File: config.mk
export PLATFORM = sky130hd
export DESIGN_NAME = fc_stream_layer_flat
export DESIGN_NICKNAME = d
export VERILOG_FILES = /design/src/rtl/fc_stream_layer_if.sv /design/src/rtl/fc_stream_layer.sv /design/src/flat_wrapper.sv
export SDC_FILE = /design/constraint.sdc
export NUM_CORES = 2
export LEC_CHECK = 0
export BUFFER_PORTS_ARGS = -buffer_cell sky130_fd_sc_hd__buf_2
export CAP_MARGIN = 10
export CORE_MARGIN = 5
export CORE_UTILIZATION = 63
export DETAILED_ROUTE_END_ITERATION = 8
export GPL_TIMING_DRIVEN = 0
export PLACE_DENSITY_LB_ADDON = 0.08
export SYNTH_ARGS = -nofsm -noshare
export SYNTH_HDL_FRONTEND = slang
export SYNTH_SLANG_ARGS = --single-unit
File: constraint.sdc
create_clock -name clk -period 10.9 [get_ports clk]
set_clock_uncertainty 0.2 [all_clocks]
set_input_delay 2.18 -clock clk [delete_from_list [all_inputs] [get_ports clk]]
set_output_delay 2.18 -clock clk [all_outputs]
set_load 0.005 [all_outputs]
File: src/rtl/fc_stream_layer_if.sv
// Bus bundle for fc_stream_layer: config writes, sample stream in, result vector out.
// master = the side driving samples/config, slave = the layer itself.
interface fc_stream_layer_if #(
  parameter int unsigned NUM_NEURONS  = 8,
  parameter int unsigned INPUT_SIZE   = 16,
  parameter int unsigned DATA_WIDTH   = 8,
  parameter int unsigned WEIGHT_WIDTH = 8,
  parameter int unsigned ACC_WIDTH    = 32
);
  localparam int unsigned AW = (INPUT_SIZE > 1) ? $clog2(INPUT_SIZE) : 1;

  logic                                cfg_w_we;
  logic [AW-1:0]                       cfg_w_addr;
  logic [NUM_NEURONS*WEIGHT_WIDTH-1:0] cfg_w_data;
  logic                                cfg_b_we;
  logic [NUM_NEURONS*ACC_WIDTH-1:0]    cfg_b_data;
  logic                                cfg_err;
  logic                                in_valid;
  logic                                in_ready;
  logic [DATA_WIDTH-1:0]               in_data;
  logic                                in_last;
  logic                                frame_err;
  logic                                out_valid;
  logic                                out_ready;
  logic [NUM_NEURONS*ACC_WIDTH-1:0]    out_data;
  logic                                busy;

  modport master (
    output cfg_w_we, cfg_w_addr, cfg_w_data, cfg_b_we, cfg_b_data,
    output in_valid, in_data, in_last, out_ready,
    input  cfg_err, in_ready, frame_err, out_valid, out_data, busy
  );

  modport slave (
    input  cfg_w_we, cfg_w_addr, cfg_w_data, cfg_b_we, cfg_b_data,
    input  in_valid, in_data, in_last, out_ready,
    output cfg_err, in_ready, frame_err, out_valid, out_data, busy
  );
endinterface

File: src/rtl/fc_stream_layer.sv
// Streaming fully-connected layer: per-sample parallel MACs against a programmable weight row,
// bias add at frame end, backpressured result vector. Optional ReLU via FC_STREAM_LAYER_RELU_EN.
module fc_stream_layer #(
  parameter int unsigned NUM_NEURONS  = 8,
  parameter int unsigned INPUT_SIZE   = 16,
  parameter int unsigned DATA_WIDTH   = 8,
  parameter int unsigned WEIGHT_WIDTH = 8,
  parameter int unsigned ACC_WIDTH    = 32
) (
  input logic              clk,
  input logic              rst,
  fc_stream_layer_if.slave bus
);
  localparam int unsigned AW = (INPUT_SIZE > 1) ? $clog2(INPUT_SIZE) : 1;
  localparam int unsigned PW = DATA_WIDTH + WEIGHT_WIDTH;
  localparam int unsigned RW = NUM_NEURONS * WEIGHT_WIDTH;
  localparam int unsigned BW = NUM_NEURONS * ACC_WIDTH;
  localparam logic [AW-1:0]  LAST_IDX  = AW'(INPUT_SIZE - 1);
  localparam logic [AW:0]    ADDR_SPAN = (AW + 1)'(INPUT_SIZE);

  if (ACC_WIDTH < DATA_WIDTH + WEIGHT_WIDTH) begin : g_acc_width_check
    $error("fc_stream_layer: ACC_WIDTH must be >= DATA_WIDTH + WEIGHT_WIDTH");
  end
  if (INPUT_SIZE < 2) begin : g_input_size_check
    $error("fc_stream_layer: INPUT_SIZE must be >= 2");
  end

  typedef enum logic [1:0] {
    ST_ACCUM = 2'd0,
    ST_BIAS  = 2'd1,
    ST_OUT   = 2'd2
  } state_t;

  state_t                      state_q, state_d;
  logic [AW-1:0]               cnt_q, cnt_d;
  logic signed [ACC_WIDTH-1:0] acc_q    [NUM_NEURONS];
  logic signed [ACC_WIDTH-1:0] acc_d    [NUM_NEURONS];
  logic signed [PW-1:0]        prod_c   [NUM_NEURONS];
  logic signed [ACC_WIDTH-1:0] biased_c [NUM_NEURONS];
  logic [BW-1:0]               out_data_q, out_data_d;
  logic                        out_valid_q, in_ready_q, busy_q;
  logic                        frame_err_q, frame_err_d, cfg_err_q, cfg_err_d;

  // Weight rows and bias are plain registers, deliberately outside reset.
  logic [RW-1:0]               w_mem [INPUT_SIZE];
  logic [BW-1:0]               b_mem;
  logic [RW-1:0]               w_row_c;

  logic in_hs_c, out_hs_c, idle_c, w_addr_ok_c, w_wr_c, b_wr_c;

  assign in_hs_c     = bus.in_valid && in_ready_q && (state_q == ST_ACCUM);
  assign out_hs_c    = out_valid_q && bus.out_ready;
  assign idle_c      = (state_q == ST_ACCUM) && (cnt_q == '0);
  assign w_addr_ok_c = ({1'b0, bus.cfg_w_addr} < ADDR_SPAN);
  assign w_wr_c      = !rst && bus.cfg_w_we && idle_c && w_addr_ok_c;
  assign b_wr_c      = !rst && bus.cfg_b_we && idle_c;
  assign cfg_err_d   = (bus.cfg_w_we && !(idle_c && w_addr_ok_c)) || (bus.cfg_b_we && !idle_c);
  assign w_row_c     = w_mem[cnt_q];

  // Full-precision signed products, one per lane, against the row selected by cnt.
  always_comb begin
    for (int n = 0; n < int'(NUM_NEURONS); n++) begin
      prod_c[n] = PW'($signed(bus.in_data)) * PW'($signed(w_row_c[n*WEIGHT_WIDTH +: WEIGHT_WIDTH]));
    end
  end

  // Wrapping bias add, optionally clamped at zero per lane.
  always_comb begin
    for (int n = 0; n < int'(NUM_NEURONS); n++) begin
      biased_c[n] = acc_q[n] + $signed(b_mem[n*ACC_WIDTH +: ACC_WIDTH]);
`ifdef FC_STREAM_LAYER_RELU_EN
      if (biased_c[n][ACC_WIDTH-1]) biased_c[n] = '0;
`endif
    end
  end

  // Next-state and datapath update.
  always_comb begin
    state_d     = state_q;
    cnt_d       = cnt_q;
    acc_d       = acc_q;
    out_data_d  = out_data_q;
    frame_err_d = 1'b0;
    unique case (state_q)
      ST_ACCUM: begin
        if (in_hs_c) begin
          if (cnt_q == LAST_IDX) begin
            for (int n = 0; n < int'(NUM_NEURONS); n++) begin
              acc_d[n] = acc_q[n] + ACC_WIDTH'(prod_c[n]);
            end
            cnt_d       = '0;
            state_d     = ST_BIAS;
            frame_err_d = !bus.in_last;
          end else if (bus.in_last) begin
            // Early end of frame: drop the sample and the partial sums.
            for (int n = 0; n < int'(NUM_NEURONS); n++) begin
              acc_d[n] = '0;
            end
            cnt_d       = '0;
            frame_err_d = 1'b1;
          end else begin
            for (int n = 0; n < int'(NUM_NEURONS); n++) begin
              acc_d[n] = acc_q[n] + ACC_WIDTH'(prod_c[n]);
            end
            cnt_d = cnt_q + AW'(1);
          end
        end
      end
      ST_BIAS: begin
        for (int n = 0; n < int'(NUM_NEURONS); n++) begin
          out_data_d[n*ACC_WIDTH +: ACC_WIDTH] = biased_c[n];
        end
        state_d = ST_OUT;
      end
      ST_OUT: begin
        if (out_hs_c) begin
          for (int n = 0; n < int'(NUM_NEURONS); n++) begin
            acc_d[n] = '0;
          end
          state_d = ST_ACCUM;
        end
      end
      default: state_d = ST_ACCUM;
    endcase
  end

  // State and registered outputs.
  always_ff @(posedge clk) begin
    if (rst) begin
      state_q     <= ST_ACCUM;
      cnt_q       <= '0;
      for (int n = 0; n < int'(NUM_NEURONS); n++) begin
        acc_q[n] <= '0;
      end
      out_data_q  <= '0;
      out_valid_q <= 1'b0;
      in_ready_q  <= 1'b0;
      busy_q      <= 1'b0;
      frame_err_q <= 1'b0;
      cfg_err_q   <= 1'b0;
    end else begin
      state_q     <= state_d;
      cnt_q       <= cnt_d;
      acc_q       <= acc_d;
      out_data_q  <= out_data_d;
      out_valid_q <= (state_d == ST_OUT);
      in_ready_q  <= (state_d == ST_ACCUM);
      busy_q      <= (cnt_d != '0) || (state_d != ST_ACCUM);
      frame_err_q <= frame_err_d;
      cfg_err_q   <= cfg_err_d;
    end
  end

  // Config storage; a same-cycle sample read still sees the old contents.
  always_ff @(posedge clk) begin
    if (w_wr_c) w_mem[bus.cfg_w_addr] <= bus.cfg_w_data;
    if (b_wr_c) b_mem <= bus.cfg_b_data;
  end

  assign bus.in_ready  = in_ready_q;
  assign bus.out_valid = out_valid_q;
  assign bus.out_data  = out_data_q;
  assign bus.busy      = busy_q;
  assign bus.frame_err = frame_err_q;
  assign bus.cfg_err   = cfg_err_q;
endmodule

File: src/flat_wrapper.sv
// flat-port wrapper written by rule: the top's interface ports become plain ports
module fc_stream_layer_flat 
#(
  parameter int unsigned NUM_NEURONS  = 8,
  parameter int unsigned INPUT_SIZE   = 16,
  parameter int unsigned DATA_WIDTH   = 8,
  parameter int unsigned WEIGHT_WIDTH = 8,
  parameter int unsigned ACC_WIDTH    = 32
)
  (clk, rst, bus_cfg_w_we, bus_cfg_w_addr, bus_cfg_w_data, bus_cfg_b_we, bus_cfg_b_data, bus_in_valid, bus_in_data, bus_in_last, bus_out_ready, bus_cfg_err, bus_in_ready, bus_frame_err, bus_out_valid, bus_out_data, bus_busy);
  fc_stream_layer_if #(.NUM_NEURONS(NUM_NEURONS), .INPUT_SIZE(INPUT_SIZE), .DATA_WIDTH(DATA_WIDTH), .WEIGHT_WIDTH(WEIGHT_WIDTH), .ACC_WIDTH(ACC_WIDTH)) bus_i ();
  input logic clk;
  input logic rst;
  input wire logic [$bits(bus_i.cfg_w_we)-1:0] bus_cfg_w_we;
  input wire logic [$bits(bus_i.cfg_w_addr)-1:0] bus_cfg_w_addr;
  input wire logic [$bits(bus_i.cfg_w_data)-1:0] bus_cfg_w_data;
  input wire logic [$bits(bus_i.cfg_b_we)-1:0] bus_cfg_b_we;
  input wire logic [$bits(bus_i.cfg_b_data)-1:0] bus_cfg_b_data;
  input wire logic [$bits(bus_i.in_valid)-1:0] bus_in_valid;
  input wire logic [$bits(bus_i.in_data)-1:0] bus_in_data;
  input wire logic [$bits(bus_i.in_last)-1:0] bus_in_last;
  input wire logic [$bits(bus_i.out_ready)-1:0] bus_out_ready;
  output wire logic [$bits(bus_i.cfg_err)-1:0] bus_cfg_err;
  output wire logic [$bits(bus_i.in_ready)-1:0] bus_in_ready;
  output wire logic [$bits(bus_i.frame_err)-1:0] bus_frame_err;
  output wire logic [$bits(bus_i.out_valid)-1:0] bus_out_valid;
  output wire logic [$bits(bus_i.out_data)-1:0] bus_out_data;
  output wire logic [$bits(bus_i.busy)-1:0] bus_busy;
  assign bus_i.cfg_w_we = bus_cfg_w_we;
  assign bus_i.cfg_w_addr = bus_cfg_w_addr;
  assign bus_i.cfg_w_data = bus_cfg_w_data;
  assign bus_i.cfg_b_we = bus_cfg_b_we;
  assign bus_i.cfg_b_data = bus_cfg_b_data;
  assign bus_i.in_valid = bus_in_valid;
  assign bus_i.in_data = bus_in_data;
  assign bus_i.in_last = bus_in_last;
  assign bus_i.out_ready = bus_out_ready;
  assign bus_cfg_err = bus_i.cfg_err;
  assign bus_in_ready = bus_i.in_ready;
  assign bus_frame_err = bus_i.frame_err;
  assign bus_out_valid = bus_i.out_valid;
  assign bus_out_data = bus_i.out_data;
  assign bus_busy = bus_i.busy;
  fc_stream_layer #(.NUM_NEURONS(NUM_NEURONS), .INPUT_SIZE(INPUT_SIZE), .DATA_WIDTH(DATA_WIDTH), .WEIGHT_WIDTH(WEIGHT_WIDTH), .ACC_WIDTH(ACC_WIDTH)) u_core (.clk(clk), .rst(rst), .bus(bus_i));
endmodule
---- Word level (Yosys, flattened, before mapping) ----
Memory sizes are Yosys's and may differ from the RTL's. A register that Yosys moved wholly into a read port is not among the register bits.
Index checks and enable logic that the tools add are counted.
cells by class
  add/sub/neg operators ................... 17
  multipliers ............................. 8
  equality and inequality tests ........... 6
  muxes and demuxes ....................... 18
  bitwise logic cells ..................... 2
  reduce and logical (&&, ||, !) cells .... 23
operators with widths
  cell                                                                    number
  256-bit two-way mux                                                     4
  256-bit case mux with 2 select lines                                    1
  32-bit by 16-bit adder with 32-bit output                               8
  32-bit adder                                                            8
  8-bit by 8-bit multiplier with 16-bit output                            8
  4-bit two-way mux                                                       5
  1-bit logical AND                                                       10
  2-bit two-way mux                                                       3
  2-bit case mux with 3 select lines                                      1
  4-bit by 1-bit adder with 4-bit output (second input constant)          1
  2-bit equality test (second input constant)                             2
  4-bit equality test (second input constant)                             1
  2-bit zero test                                                         2
  4-bit zero test                                                         1
  1-bit two-way mux                                                       4
  2-bit by 1-bit != test with 1-bit output (second input constant)        2
  2-bit nonzero test                                                      2
  4-bit nonzero test                                                      1
  1-bit zero test                                                         3
  3-bit AND reduction                                                     1
  3-bit OR reduction                                                      1
  2-bit by 1-bit equality test with 1-bit output (second input constant)  1
  1-bit logical OR                                                        2
  1-bit NOT                                                               2
storage, ports and cells
  flip-flop bits (word level) ............. 779
  RAM bits ................................ 1024
  input bits .............................. 339
  output and inout port bits .............. 261
  word-level logic and storage cells ...... 92
  memories ................................ 1
memory list
  memory        depth  bits a word  read ports  clocked after Yosys merged registers in  wr ports  line                   RTL
  u_core.w_mem  16     64           1           1                                        1         fc_stream_layer.sv:45  logic [RW-1:0] w_mem [INPUT_SIZE];

---- Longest topological paths before layout ----
  word-level depth ........................ 7
  mapped depth ............................ 28
  gate-level depth less buffers ........... 23

---- Worst setup path before layout ----
OpenSTA, ideal clock, no wires.
  path kind ............................... input to register
  start ................................... input rst
  end ..................................... register u_core.b_mem[0], enable pin
  setup time .............................. 0.651 ns
  data arrival time ....................... 8.188 ns
  data required time ...................... 10.049 ns
  path slack .............................. 1.861 ns
  stages on the path ...................... 2
  buffers on the path ..................... 0
  cells stage by stage .................... nor2_1 -> and2_1
between the ends
  word-level cells in the longest chain between the ends .. 3
ends and longest elaborated chain
  what                             line                    RTL
  start: declaration               flat_wrapper.sv:13      input logic rst;
  1-bit zero test                  fc_stream_layer.sv:56   assign b_wr_c = !rst && bus.cfg_b_we && idle_c;
  1-bit logical AND (2 in series)  fc_stream_layer.sv:56
  via u_core.b_wr_c                fc_stream_layer.sv:49   logic in_hs_c, out_hs_c, idle_c, w_addr_ok_c, w_wr_c, b_wr_c;
  end signal: assignment           fc_stream_layer.sv:157  if (b_wr_c) b_mem <= bus.cfg_b_data;
  end: declaration                 fc_stream_layer.sv:46   logic [BW-1:0] b_mem;
The timed path passes the listed nets, and every way through them passes these cells.
A chain may end at the register's enable or synchronous reset.

---- Worst setup path after layout ----
  start ................................... input bus_in_data[7]
  end ..................................... register u_core.acc_q[191] (netlist name)
between the ends
  word-level cells in the longest chain between the ends .. 6
ends and longest elaborated chain
  what                                            line                                           RTL
  start: declaration                              flat_wrapper.sv:20                             input wire logic [$bits(bus_i.in_data)-1:0] bus_in_data;
  8-bit by 8-bit multiplier with 16-bit output *  fc_stream_layer.sv:63                          prod_c[n] = PW'($signed(bus.in_data)) * PW'($signed(w_row_c[n*WEIGHT_WIDTH +: WEIGHT_WIDTH]));
  32-bit by 16-bit adder with 32-bit output *     fc_stream_layer.sv:89, fc_stream_layer.sv:103
  256-bit two-way mux                             fc_stream_layer.sv:94                          end else if (bus.in_last) begin
  256-bit two-way mux *                           fc_stream_layer.sv:87                          if (cnt_q == LAST_IDX) begin
  256-bit two-way mux *                           fc_stream_layer.sv:86                          if (in_hs_c) begin
  256-bit case mux with 2 select lines *          fc_stream_layer.sv:84                          unique case (state_q)
  end signal: indexed assignment                  fc_stream_layer.sv:133                         acc_q[n] <= '0;
  end signal: assignment                          fc_stream_layer.sv:144                         acc_q <= acc_d;
  end: declaration                                fc_stream_layer.sv:36                          logic signed [ACC_WIDTH-1:0] acc_q [NUM_NEURONS];
Every way passes the cells marked *; elsewhere a longest branch is shown, timed or not. The select of a mux whose other input is x is not followed.

==> impl_metrics.yaml <==
yosys:
  synthTopCellsByArea: "edfxtp_1 (33%), fa_1 (19%), dfxtp_1 (8.9%), ha_1 (8.6%), mux4_2 (6.0%)"
  synth_common_cells: "edfxtp_1 (1280), fa_1 (1096), inv_1 (851)"
  avgSynthCellArea_sq_um: 12.5
  synth_seq_area_share_pct: 41.7
  yosysTopAreaCellShare_pct: 32.8
  ys_ff_latch: 1803
  ys.warnings.count: 0
  synth_edf_count: 1280
  synth_cells: 9378
  netlist_area_sq_mm: 0.117
  synth_nets: 11600
  async_reset_ff_share_pct: 0
  ys_types: 91
  synth_most_common_cell: "edfxtp_1"
  yosys.area.top_type: "edfxtp_1"
  synth_flop_cell: "edfxtp_1"
cells_and_area:
  drive_gt1_share_pct: 14.1
  area_growth_pct: 12.6
  utilization_pct: 71.2
  fillers: 12900
  nets: 12500
  layoutNonFillerInstCount: 12900
  multi_input_area_sq_mm: 0.0641
  seqCellArea_sq_mm: 0.0489
setup_path:
  start_kind: "primary input"
  crit_type: "in -> reg"
  r2r_start: "u_core.cnt_q[1]"
  worst-r2r-cell-count: 22
  path_max_fanout: 13
  r2r_slack_ns: 0.92
  crit_path_cell_trace: "clkdlybuf4s15_1, clkbuf_1, clkbuf_1, nand2_1, fa_1, fa_1, inv_1, fa_1, fa_1, ha_1, ha_1, a21oi_1, o21ai_1, a311oi_1, a32oi_1, a41oi_2, a211oi_1, or4_1, and3_1, a211o_1"
  critical_path.most_common_cell: "fa_1"
  cp_slowest_cell: "clkbuf_1"
  cp.required_ns: 11.42
  startpoint: "bus_in_data[7]"
  endpoint: "u_core.acc_q[191]"
  endpoint_kind: "flop"
  critical_path_arrival_ns: 11.30
  max_stage_delay_ns: 1.06
  timing.rr.end: "u_core.acc_q[191]"
floorplan:
  core_area_sq_mm: 0.185
  start_util_pct: 63.3
  ioPinCount: 600
  die_y_um: 441
  rows: 158
  die_area_sq_mm: 0.195
  die_w_um: 441
routing:
  routed_via_density: 6.36
  vias: 82200
  wirelength_mm: 383
  final_antenna_net_count: 0
  first_iter_violations: 8194
  drc: 0
  post_drt_wl_per_cell_um: 29.6
  drtPass1Iterations: 8
grt:
  use_met3_pct: 9.73
  antenna_found_initial: 53
  globalRouteMet1Util_pct: 48.4
  busiest_layer: "met2"
  grt_max_degree: 60
  grtUsageMet2_pct: 63.4
  gr-usage-all-layers_pct: 39.4
  grt_overflow: 0
  grt_pass1_vias: 84200
  grt_pass1_wl_mm: 555
placement:
  portBuffers: 590
  place_congestion: 0.982
  dp_hpwl_mm: 283
  place_inst: 12600
sta:
  slew_violations: 0
  min_period_ns: 10.78
  worstMarginPinSlew_ns: 1.43
  max_clock_freq_mhz: 92.7
  fin_tns_setup_ns: 0
  hold_slack_ns: 0.245
  rsz0062_at_grt: "false"
  hold_violations: 0
  setup_violations: 0
  relSlewSlack_pct: 4.48
  finalCritPeriodShare_pct: 98.9
power:
  intPower_mw: 21.3
  power_density_mw_per_mm2: 286
  pwr-share-comb_pct: 60.1
  power_leakage_nw: 55.5
  finalPower_mw: 37.8
  power_frac_seq_pct: 22.0
  peakVddDrop_mv: 0.279
  switching_share_pct: 43.7
  clockPowerShare_pct: 17.9
  p_switching_mw: 16.5
clock_tree:
  clockBufferDepth: 3
  htreeDepth: 4
  post-cts-setup-buffers: 0
  clock_sinks: 1803
  clk_pin_slew_ns: 0.06
  post_cts_resized: 0
  cts_tree: "done"
  clock_latency_ns: 0.87
  ctsRootBufferMaster: "clkbuf_16"
  cts_inserted_buffers: 185
  holdBufCountCts: 0
outcome:
  status: "finished clean"
flow_run:
  cap_violations: 0
worst_hold_path:
  hp-class: "reg -> reg"
## worst max-delay path, delay by kind of cell
| family | cells | cell delay, ns |
|---|---|---|
| AO/OA/AOI/OAI | 7 | 1.73 |
| adder cells (fa/ha/maj) | 6 | 3.28 |
| AND/OR/NAND/NOR | 3 | 0.88 |
| buffers and inverters | 4 | 3.20 |
## placed cells by master (no fill, tap or decap), drive strengths merged, types with 42 or more instances in the layout
master,netlist,layout
a31oi,42,42
a21oi,508,508
buf,54,754
clkinv,0,70
inv,851,860
and2,324,324
nand2b,51,51
clkbuf,250,484
nor3,78,78
xnor2,260,260
nor2,453,453
a22oi,147,147
xor2,157,157
nand3,114,114
dfxtp,523,523
fa,1096,1096
a21o,257,257
ha,810,810
nand2,725,725
nand4,44,44
mux4,312,312
edfxtp,1280,1280
a211oi,66,66
o21ai,343,343
o21a,78,78
and3,50,50
o21bai,64,64
## metal layers
metal  vias up  wire length [um]
met2      4448            181000
met3      1052             37200
met5         -               133
met4        20             29400
met1     41600            136000
li1      35100                 -
## power by group through the flow
stage / Sequential, mW / Combinational (mW) / Clock [mW]
2_1_floorplan: 8.15 / 17.3 / 0
3_3_place_gp: 8.49 / 21.8 / 0
3_5_place_dp: 8.47 / 22.2 / 0
4_1_cts: 8.32 / 22.4 / 6.82
5_1_grt: 8.34 / 25.3 / 7.13
6_report: 8.32 / 22.7 / 6.78
## per-stage QoR
| stage | cell area [sq um] | worst slack, ns |
|---|---|---|
| after floorplan | 117000 | 1.86 |
| after global placement | 123000 | -3.22 |
| after detailed placement | 125000 | -0.739 |
| after CTS | 132000 | 0.114 |
| after global routing | 132000 | 0.172 |
| final | 132000 | 0.116 |
## worst min-delay path by stage
stage / from / end / slack [ns] / depth (start not counted)
after floorplan: u_core.bus.out_data[159] / u_core.bus.out_data[159] / 0.24 / 2
after global placement: u_core.bus.out_data[77] / u_core.bus.out_data[77] / 0.23 / 2
after detailed placement: u_core.bus.out_data[21] / u_core.bus.out_data[21] / 0.24 / 2
after CTS: u_core.bus.out_data[21] / u_core.bus.out_data[21] / 0.25 / 2
after global routing: u_core.bus.out_data[158] / u_core.bus.out_data[158] / 0.27 / 2
final: u_core.bus.out_data[21] / u_core.bus.out_data[21] / 0.24 / 2
## flip-flops by register name, indices dropped and copies added (netlist names), 2 cells and up
register / flops
u_core.acc_q: 256
u_core.b_mem: 256
u_core.bus.out_data: 256
u_core.cnt_q: 4
u_core.state_q: 2
u_core.w_mem: 1024
## area by class of cell
class                   instances  share of cell area, %
inverters                     851                   2.42
plain buffers                 304                  0.925
diodes                         30                 0.0569
clock buffers                 234                   3.77
clock inverters               112                   1.12
multi-input cells            6420                   48.6
well taps                    2480                   2.35
flip-flops and latches       1803                   37.1
repair buffers                701                   3.71
## cells by family (layout without fill, tap and decap cells)
group                    after synthesis  count (layout)  synth area share, %
multiplexers                         335             335                 6.20
AND/OR/NAND/NOR                     2008            2008                 8.11
other                                  0              30                    0
buffers and inverters               1155            2202                 3.72
XOR/XNOR                             417             417                 3.12
adder cells (fa/ha/maj)             1906            1906                 27.4
AO/OA/AOI/OAI                       1754            1754                 9.78
flip-flops                          1803            1803                 41.7
Note: power is estimated with default switching activity, not from simulation.
